==> src/rtl/mod_pow2_mul_ctrl.sv <==
// Iterative modular power-of-two scaler: oData = (iData * 2^iShift) mod iMod.
// A single doubler-with-conditional-subtract is reused once per clock until the count drains.
module mod_pow2_mul_ctrl #(
  parameter int BITWIDTH = 32,
  parameter int SHIFTW   = 6
) (
  input  logic                iClk,
  input  logic                iRst,
  input  logic                iValid,
  output logic                oReady,
  input  logic [BITWIDTH-1:0] iData,
  input  logic [BITWIDTH-1:0] iMod,
  input  logic [SHIFTW-1:0]   iShift,
  output logic                oValid,
  input  logic                iReady,
  output logic [BITWIDTH-1:0] oData,
  output logic                oBusy
);

  // Handshakes: a transfer happens on a rising edge where valid and ready are both high.
  // The operand side is ready only in IDLE; the result side is valid only in DONE and
  // oData is held until the consumer takes it.
  typedef enum logic [1:0] {
    S_IDLE = 2'd0,
    S_RUN  = 2'd1,
    S_DONE = 2'd2
  } state_t;

  state_t                state_q, state_d;
  logic [BITWIDTH-1:0]   acc_q, acc_d;
  logic [BITWIDTH-1:0]   mod_q, mod_d;
  logic [SHIFTW-1:0]     cnt_q, cnt_d;

  // The doubled value needs one extra bit; subtracting m in the truncated domain
  // yields the same low bits, and m=0 naturally degenerates to 2x mod 2^BITWIDTH.
  function automatic logic [BITWIDTH-1:0] dbl(input logic [BITWIDTH-1:0] x,
                                               input logic [BITWIDTH-1:0] m);
    logic [BITWIDTH:0]   s;
    logic [BITWIDTH-1:0] r;
    s = {x, 1'b0};
    if (s >= {1'b0, m}) r = s[BITWIDTH-1:0] - m;
    else                r = s[BITWIDTH-1:0];
    return r;
  endfunction

  always_comb begin
    state_d = state_q;
    acc_d   = acc_q;
    mod_d   = mod_q;
    cnt_d   = cnt_q;
    case (state_q)
      S_IDLE: begin
        if (iValid) begin
          acc_d   = iData;
          mod_d   = iMod;
          cnt_d   = iShift;
          state_d = S_RUN;
        end
      end
      S_RUN: begin
        if (cnt_q != '0) begin
          acc_d = dbl(acc_q, mod_q);
          cnt_d = cnt_q - SHIFTW'(1);
        end else begin
          state_d = S_DONE;
        end
      end
      S_DONE: begin
        if (iReady) state_d = S_IDLE;
      end
      default: state_d = S_IDLE;
    endcase
  end

  always_ff @(posedge iClk) begin
    if (iRst) begin
      state_q <= S_IDLE;
      acc_q   <= '0;
      mod_q   <= '0;
      cnt_q   <= '0;
    end else begin
      state_q <= state_d;
      acc_q   <= acc_d;
      mod_q   <= mod_d;
      cnt_q   <= cnt_d;
    end
  end

  assign oReady = (state_q == S_IDLE);
  assign oValid = (state_q == S_DONE);
  assign oBusy  = (state_q == S_RUN) || (state_q == S_DONE);
  assign oData  = acc_q;

endmodule

==> config.mk <==
export PLATFORM = sky130hd
export DESIGN_NAME = mod_pow2_mul_ctrl
export DESIGN_NICKNAME = d
export VERILOG_FILES = /design/src/rtl/mod_pow2_mul_ctrl.sv
export SDC_FILE = /design/constraint.sdc
export NUM_CORES = 1
export LEC_CHECK = 0
export CORE_UTILIZATION = 40
export CTS_CLUSTER_SIZE = 14
export DETAILED_ROUTE_END_ITERATION = 6
export PLACE_DENSITY = 0.65
export SYNTH_ARGS = -nofsm -noshare
export SYNTH_HDL_FRONTEND = slang
export SYNTH_SLANG_ARGS = --single-unit
==> constraint.sdc <==
create_clock -name iClk -period 7.1 [get_ports iClk]
set_clock_uncertainty 0.05 [all_clocks]
set_input_delay 0.71 -clock iClk [delete_from_list [all_inputs] [get_ports iClk]]
set_output_delay 0.71 -clock iClk [all_outputs]
set_load 0.01 [all_outputs]
======== After elaboration in Yosys (flattened, before gate mapping) ========
Index checks and enable logic that the tools add are counted.
cells by class
  add/sub/neg operators ................... 2
  multiply operators ...................... 0
  divide/modulo/power cells ............... 0
  magnitude comparators ................... 1
  equal/unequal tests ..................... 6
  shift-type cells ........................ 0
  mux-type cells .......................... 11
  bitwise gates (word level) .............. 0
  reductions and logical operators ........ 7
operators by type and width
  kind                                                                   count
  32-bit two-way mux                                                     3
  32-bit case mux with 2 select lines                                    1
  33-bit by 32-bit greater-or-equal comparator with 1-bit output         1
  32-bit subtractor                                                      1
  6-bit two-way mux                                                      2
  6-bit case mux with 2 select lines                                     1
  2-bit two-way mux                                                      3
  2-bit != test, second input constant                                   3
  2-bit case mux with 3 select lines                                     1
  3-bit AND reduction                                                    2
  6-bit nonzero test                                                     1
  6-bit by 1-bit subtractor with 6-bit output, second input constant     1
  2-bit by 1-bit equality test with 1-bit output, second input constant  1
  2-bit equality test, second input constant                             1
  2-bit logical NOT                                                      1
  2-bit by 1-bit != test with 1-bit output, second input constant        1
  2-bit AND reduction                                                    1
  2-bit nonzero test                                                     1
  1-bit logical OR                                                       1
storage, ports and cells
  bits in registers ....................... 72
  bits in latches ......................... 0
  memory bits (writable) .................. 0
  bits in read-only memories .............. 0
  bits of input ports ..................... 74
  output and inout port bits .............. 35
  word-level logic and storage cells ...... 31
  memories kept ........................... 0

======== Depth between registers and ports, before layout ========
Gate-level depths: netlist of the first run.
  word-level depth ........................ 4
  depth in mapped cells ................... 14
  depth with buffers taken out ............ 11

======== Least setup slack after synthesis of the first run ========
No wires, ideal clock.
  kind .................................... register to register
  start point ............................. reg acc_q[0], in the netlist oData[0]
  end point ............................... reg acc_q[26], in the netlist oData[26]
  library setup time ...................... 120 ps
  arrival ................................. 2,630 ps
  data required time ...................... 6,930 ps
  path slack .............................. 4,300 ps
  stages on the path, launching flop included .. 12
  path buffers ............................ 0
  clock period less this slack ............ 2,800 ps
  cells stage by stage .................... dfxtp_1 > inv_1 > fa_1 > nor2b_1 > o2111ai_1 > a211oi_1 > nor2_1 > o21a_1 > o31ai_1 > a21oi_1 > xnor2_1 > o31a_1
on the way
  longest elaborated chain between the ends .. 4
  elaborated cells on any way between the ends .. 5
  those cells by class .................... add/sub: 1; order compare: 1; mux: 3
ends and longest elaborated chain
  element                                                                                              line  source
  start, declared                                                                                      30    logic [BITWIDTH-1:0] acc_q, acc_d;
  start signal, assigned                                                                               78    acc_q <= '0;
  start signal, assigned                                                                               83    acc_q <= acc_d;
  32-bit subtractor or 33-bit by 32-bit greater-or-equal comparator with 1-bit output (tied branches)  41    if (s >= {1'b0, m}) r = s[BITWIDTH-1:0] - m;
  32-bit two-way mux (*)                                                                               41
  32-bit two-way mux (*)                                                                               61    if (cnt_q != '0) begin
  32-bit case mux with 2 select lines (*)                                                              51    case (state_q)
Every way passes the cells marked *; elsewhere a longest branch is shown, timed or not. The select of a mux whose other input is x is not followed.
A chain may end at the register's enable or synchronous reset.

======== Worst setup path in the final report of the first run ========
  start point ............................. reg mod_q[24]
  end point ............................... reg acc_q[14], in the netlist oData[14]
on the way
  longest elaborated chain between the ends .. 4
ends and longest elaborated chain
  element                                                         line  source
  start, declared                                                 31    logic [BITWIDTH-1:0] mod_q, mod_d;
  start signal, assigned                                          84    mod_q <= mod_d;
  33-bit by 32-bit greater-or-equal comparator with 1-bit output  41
  32-bit two-way mux                                              41
  32-bit two-way mux                                              61
  32-bit case mux with 2 select lines                             51
Every way passes these cells. The select of a mux whose other input is x is not followed.

==> summary.md, run 1 <==
| Metric | Value |
|---|---|
| Total CTS buffers | `9` |
| Setup TNS Final | `0 ns` |
| Yosys warnings | `0` |
| DRC Markers | `0` |
| Final std cells w/o fill | `987` |
| Fin worst setup slack | `3.55 ns` |
| M3 GR Usage | `5.65%` |
| Status | `finished, final reports clean` |
| Crit path max fanout | `26` |
| Max VDD drop | `0.000241 V` |
| Largest net degree at the start of global routing | `69` |
| Final setup vio count | `0` |
| Final period utilization | `50.0%` |
| First-pass GRT wire length | `25700 um` |
| Commonest non-fill, non-tap cell in the layout | `nand2_1` |
| Crit. End Element | `flop` |
| Final hold viol count | `0` |
| Hold crit path type | `reg -> reg` |
| Maxcap violations | `0` |
| Starting DRC count in detailed routing | `335` |
| TritonCTS clock tree | `built` |
| Longest Clk Path Bufs | `2` |
| Via/cell ratio | `5.55` |
| R2r setup slk | `3.55 ns` |
| Fmax | `282 MHz` |
| Syn_nets | `843` |
| Fin crit period | `3.55 ns` |
| Worst Tran Pin Value | `1.08 ns` |
| GP Congestion | `0.989` |
| Antenna diodes | `0` |
| Relative slew slack | `27.7%` |
| Number of synthesized flops with an enable pin | `0` |
| Cells after synthesis | `731` |
| Worst hold margin | `0.406 ns` |
| Worst EP required | `7.30 ns` |
| Die Ht | `116 um` |
| Design area | `0.00665 mm^2` |
| Die Wd | `116 um` |
| H-tree depth | `3` |
| Sequential area share after synthesis | `27.8%` |
| HPWL Detailed | `11300 um` |
| Cell Pwr Density | `606 mW/mm^2` |
| Commonest non-fill, non-tap cells in the layout | `nand2_1, a21oi_1, clkdlybuf4s50_1, dfxtp_1, nor2_1` |
| Wire length per cell | `16.1 um` |
| I/O pins | `109` |
| Yosys cell types | `58` |
| Sinks on Clock Net | `72` |
| Core area | `0.0126 mm^2` |
| Die ar. | `0.0134 mm^2` |
| DP Area | `0.00635 mm^2` |
| Vias in the first global route | `5318` |
| Number of synthesized register bits | `72` |
| Final WL | `15900 um` |
| Overflow after GRT | `0` |
| Setup crit start kind | `flop` |
| Initial Utilization | `41.1%` |
| Most used routing layer | `met2` |
| Fillcell total | `1252` |
| Reg clk slew, reported paths | `0.05 ns` |
| Overall Global Routing Usage | `24.5%` |
| Area grow syn2layout | `28.3%` |
| Synthesized cell area | `0.00518 mm^2` |
| Inst Count DP | `971` |
| Met1 GRT Util | `30.5%` |
| Syn avg cell area | `7.09 um^2` |
| RSZ-0062 raised after global routing | `no` |
| Worst slack at placement | `3.58 ns` |
| Crit path arrival time | `3.75 ns` |
| WS Path Type | `reg -> reg` |
| Met2 usage | `41.4%` |
| Post-route ant nets | `0` |
| LEAKAGE | `2.60 nW` |
| Drt pass-1 iters | `5` |
| CTS resizes | `0` |
| Final nets | `922` |
| Main flop type after synthesis | `dfxtp_1` |
| Vias | `5479` |
| Ratio of cells with drive above 1 in the final layout | `3.93%` |
| Fin. max-slew vios | `0` |
| Total setup buffers inserted after CTS | `0` |
| Post-synth ARST share | `0%` |
| Tot Pwr | `4.03 mW` |
| Hold_buf cts | `0` |
| Core Rows | `41` |
| Clock latency on the worst-skew pair | `0.35 ns` |
| Root buffer cell | `clkbuf_16` |
| Antenna violations before repair | `0` |
| Fin util | `52.7%` |
| I/O Buffers | `108` |
final timing paths:
path                                  to              startpoint  cells after the start
hold reg to reg   mod_q[18]$_SDFFE_PP0P_  mod_q[18]$_SDFFE_PP0P_                      2
setup reg to reg  oData[14]$_SDFFE_PP0P_  mod_q[24]$_SDFFE_PP0P_                     11
setup / recovery  oData[14]$_SDFFE_PP0P_  mod_q[24]$_SDFFE_PP0P_                     11
hold / removal    mod_q[18]$_SDFFE_PP0P_  mod_q[18]$_SDFFE_PP0P_                      2
critical path: stages, from the launching register on:
cell and delay, ns:
dfxtp_1 0.33, inv_1 0.04, ha_1 0.38, nand2_1 0.21, o21ai_0 0.20, a21oi_1 0.29
o2111ai_2 0.17, o21ai_2 0.86, buf_4 0.35, a21oi_1 0.08, a21boi_0 0.15, o41ai_1 0.33
routing by layer:
metal  share of wire, %  vias to the layer above
met3                5.6                       22
li1                   -                     2725
met2                 47                      182
met1                 46                     2550
met4                1.5                        0
met5                  0                        -
final cells by class:
| cell class | instances | area [um^2] | share of cell area [%] |
|---|---|---|---|
| Inverter | 47 | 176 | 2.65 |
| Sequential cell | 72 | 1440 | 21.7 |
| Multi-Input combinational cell | 565 | 3390 | 50.9 |
| Tap cell | 172 | 215 | 3.24 |
| Clock buffer | 13 | 260 | 3.91 |
| Clock inverter | 3 | 40.0 | 0.602 |
| Timing Repair Buffer | 115 | 1130 | 17.0 |
cells in the mapped netlist, drive strengths merged, types with 2 or more instances:
cell | instances | area (um^2)
nand2 | 126 | 475
a21oi | 108 | 541
dfxtp | 72 | 1440
nor2 | 55 | 206
o21ai | 54 | 270
inv | 45 | 169
clkbuf | 39 | 148
ha | 37 | 463
o211ai | 17 | 128
xnor2 | 16 | 140
nor3 | 14 | 70.1
nand3 | 12 | 60.1
a211oi | 11 | 82.6
a21o | 11 | 82.6
a31oi | 11 | 68.8
xor2 | 11 | 96.3
mux2i | 10 | 100
buf | 8 | 47.5
nand2b | 7 | 43.8
nand4 | 7 | 43.8
o21a | 6 | 45.0
o41ai | 4 | 50.1
or3 | 4 | 35.0
a21boi | 3 | 22.5
a22oi | 3 | 22.5
and3 | 3 | 18.8
nor2b | 3 | 18.8
nor4 | 3 | 18.8
o2111ai | 3 | 32.5
o31ai | 3 | 22.5
a211o | 2 | 17.5
a221oi | 2 | 17.5
clkinv | 2 | 7.51
o21bai | 2 | 15.0
o2bb2ai | 2 | 17.5
o31a | 2 | 17.5
power by group:
part	switching [mW]	internal, mW	total, mW
registers	0.130	0.542	0.672
clock network	0.172	0.290	0.462
logic	1.76	1.14	2.90
total	2.06	1.97	4.03
kinds of logic after synthesis:
kind of cell / synth area share [%]
buffers and inverters: 7.17
AOI/OAI and AO/OA: 29.3
xor gates and xnor gates: 4.56
DFF: 27.8
and+or+nand+nor: 19.9
adders and majority gates: 9.32
muxes: 1.93
flip-flops by register name, summed over array words and instances, names as in the netlist:
signal / flops
mod_q: 32
oData: 32
state_q: 2
cnt_q: 6
Note: power is estimated with default switching activity, not from simulation.
==> run 2: changes to the inputs <==
- clock period: 7.1 -> 3.7 ns (I/O delays scaled with it)
==> run 2 against run 1 <==
Global-route usage grew 0.92 points. Register-to-register slack lost 3.1 ns. Critical path type unchanged. Routed wire length grew 2.5%. Clock power grew 92%. Maximum frequency grew 9.7%. Combinational power grew 99%. Worst setup slack lost 3.1 ns.
==> summary.md, run 2 (synthesis gave the netlist of run 1 again) <==
| Metric | Value |
|---|---|
| I/O Buffers | `108 (unchanged)` |
| Die Ht | `116 um (unchanged)` |
| TritonCTS clock tree | `built` |
| Cell Pwr Density | `1180 mW/mm^2 (+95%)` |
| Commonest non-fill, non-tap cell in the layout | `nand2_1` |
| H-tree depth | `3 (unchanged)` |
| Fin util | `53.2% (+0.52 points)` |
| Starting DRC count in detailed routing | `383 (+14%)` |
| Post-route ant nets | `0 (unchanged)` |
| Worst slack at placement | `0.515 ns (-3.07 ns)` |
| Fin worst setup slack | `0.463 ns (-3.08 ns)` |
| Hold crit path type | `reg -> reg` |
| Fin. max-slew vios | `0 (unchanged)` |
| Drt pass-1 iters | `5 (unchanged)` |
| Hold_buf cts | `0 (unchanged)` |
| Core Rows | `41 (unchanged)` |
| Final WL | `16300 um (+2.5%)` |
| Vias in the first global route | `5260 (-1.1%)` |
| Fillcell total | `1314 (+5.0%)` |
| Worst Tran Pin Value | `0.684 ns (-0.400 ns)` |
| I/O pins | `109 (unchanged)` |
| Relative slew slack | `54.4% (+27 points)` |
| Maxcap violations | `0 (unchanged)` |
| Vias | `5467 (-0.22%)` |
| Worst hold stages | `2 (unchanged)` |
| LEAKAGE | `2.64 nW (+1.5%)` |
| Total setup buffers inserted after CTS | `0 (unchanged)` |
| Sinks on Clock Net | `72 (unchanged)` |
| Root buffer cell | `clkbuf_16` |
| Longest Clk Path Bufs | `2 (unchanged)` |
| Clock latency on the worst-skew pair | `0.35 ns (about the same)` |
| First-pass GRT wire length | `26600 um (+3.4%)` |
| Fmax | `309 MHz (+9.7%)` |
| GP Congestion | `0.926 (-6.4%)` |
| Largest net degree at the start of global routing | `43 (-38%)` |
| Overflow after GRT | `0 (unchanged)` |
| Final nets | `929 (+0.76%)` |
| CTS resizes | `0 (unchanged)` |
| Die Wd | `116 um (unchanged)` |
| Overall Global Routing Usage | `25.4% (+0.92 points)` |
| Setup TNS Final | `0 ns (unchanged)` |
| Psw | `4.03 mW (+95%)` |
| Commonest non-fill, non-tap cells in the layout | `nand2_1, a21oi_1, clkdlybuf4s50_1, dfxtp_1, nor2_1` |
| Area grow syn2layout | `29.6%` |
| Fin crit period | `3.24 ns (-0.315 ns)` |
| Switching part of the total | `50.7% (-0.40 points)` |
| Internal power component | `3.91 mW (+99%)` |
| Final setup vio count | `0 (unchanged)` |
| Core area | `0.0126 mm^2 (unchanged)` |
| Sequential power share | `16.3% (-0.4 points)` |
| Via/cell ratio | `5.50 (-0.92%)` |
| WS Path Type | `reg -> reg` |
| Die ar. | `0.0134 mm^2 (unchanged)` |
| Initial Utilization | `41.1% (unchanged)` |
| Wire length per cell | `16.4 um (+1.7%)` |
| Final hold viol count | `0 (unchanged)` |
| Final period utilization | `87.5% (+37 points)` |
| Setup crit start kind | `flop` |
| R2R depth | `10 (-1)` |
| Clk pwr share | `11.2% (-0.3 points)` |
| DRC Markers | `0 (unchanged)` |
| Reg clk slew, reported paths | `0.06 ns (about the same)` |
| HPWL Detailed | `12000 um (+5.9%)` |
| Ratio of cells with drive above 1 in the final layout | `4.74% (+0.82 points)` |
| Combinational share of power | `72.5% (+0.6 points)` |
| Worst EP required | `3.90 ns (-3.40 ns)` |
| Crit. End Element | `flop` |
| Total CTS buffers | `9 (unchanged)` |
| Status | `finished, final reports clean` |
| Antenna diodes | `0 (unchanged)` |
| Antenna violations before repair | `0 (unchanged)` |
| RSZ-0062 raised after global routing | `no` |
| Max VDD drop | `0.000393 V (+63%)` |
| Crit path arrival time | `3.44 ns (-0.31 ns)` |
| Crit path max fanout | `27 (+3.8%)` |
[run 2: worst paths after layout]
kind / start / end / slack [ns]
worst max-delay path: oData[23]$_SDFFE_PP0P_ / oData[29]$_SDFFE_PP0P_ / 0.46
worst min-delay path: mod_q[13]$_SDFFE_PP0P_ / mod_q[13]$_SDFFE_PP0P_ / 0.40
worst max register to register: oData[23]$_SDFFE_PP0P_ / oData[29]$_SDFFE_PP0P_ / 0.46
worst min register to register: mod_q[13]$_SDFFE_PP0P_ / mod_q[13]$_SDFFE_PP0P_ / 0.40
[run 2: per-layer routing]
| metal | track usage (%) | share of wire [%] |
|---|---|---|
| met5 | 0 | 0 |
| met1 | 32.2 | 46 |
| met3 | 5.65 | 5.2 |
| met2 | 43.3 | 48 |
| met4 | 7.18 | 1.2 |
[run 2: power groups by stage]
stage	Sequential (mW)	Combinational (mW)	Clock, mW
2_1_floorplan	1.31	3.95	0
5_1_grt	1.33	6.37	0.937
6_report	1.30	5.76	0.889
3_5_place_dp	1.31	5.67	0
4_1_cts	1.30	5.72	0.905
3_3_place_gp	1.30	5.64	0
[run 2: layout make-up]
class	count	area (um^2)	share of cell area, %
multi-input combinational	565	3390	50.4
sequential	72	1440	21.5
timing repair buffer	122	1190	17.8
clock buffer	13	260	3.88
tap	172	215	3.21
inverter	47	176	2.63
clock inverter	3	40.0	0.596
[run 2: critical path, cell delays in order, from the launching register on]
cell	delay (ns)
dfxtp_1	0.36
ha_1	0.44
a21oi_1	0.27
o21ai_0	0.23
a21oi_1	0.30
o2111ai_2	0.16
o21ai_2	0.57
buf_12	0.26
a21oi_1	0.08
o31a_1	0.13
o41ai_2	0.28
[run 2: per-stage QoR]
| step | cell area (um^2) | instances | hold slack [ns] | power, mW |
|---|---|---|---|---|
| after floorplan | 5180 | 731 | 0.386 | 5.26 |
| after detailed placement | 6410 | 978 | 0.397 | 6.98 |
| after CTS | 6710 | 994 | 0.406 | 7.92 |
| after global placement | 6410 | 978 | 0.396 | 6.94 |
| final | 6710 | 994 | 0.404 | 7.94 |
| after global routing | 6710 | 994 | 0.426 | 8.64 |
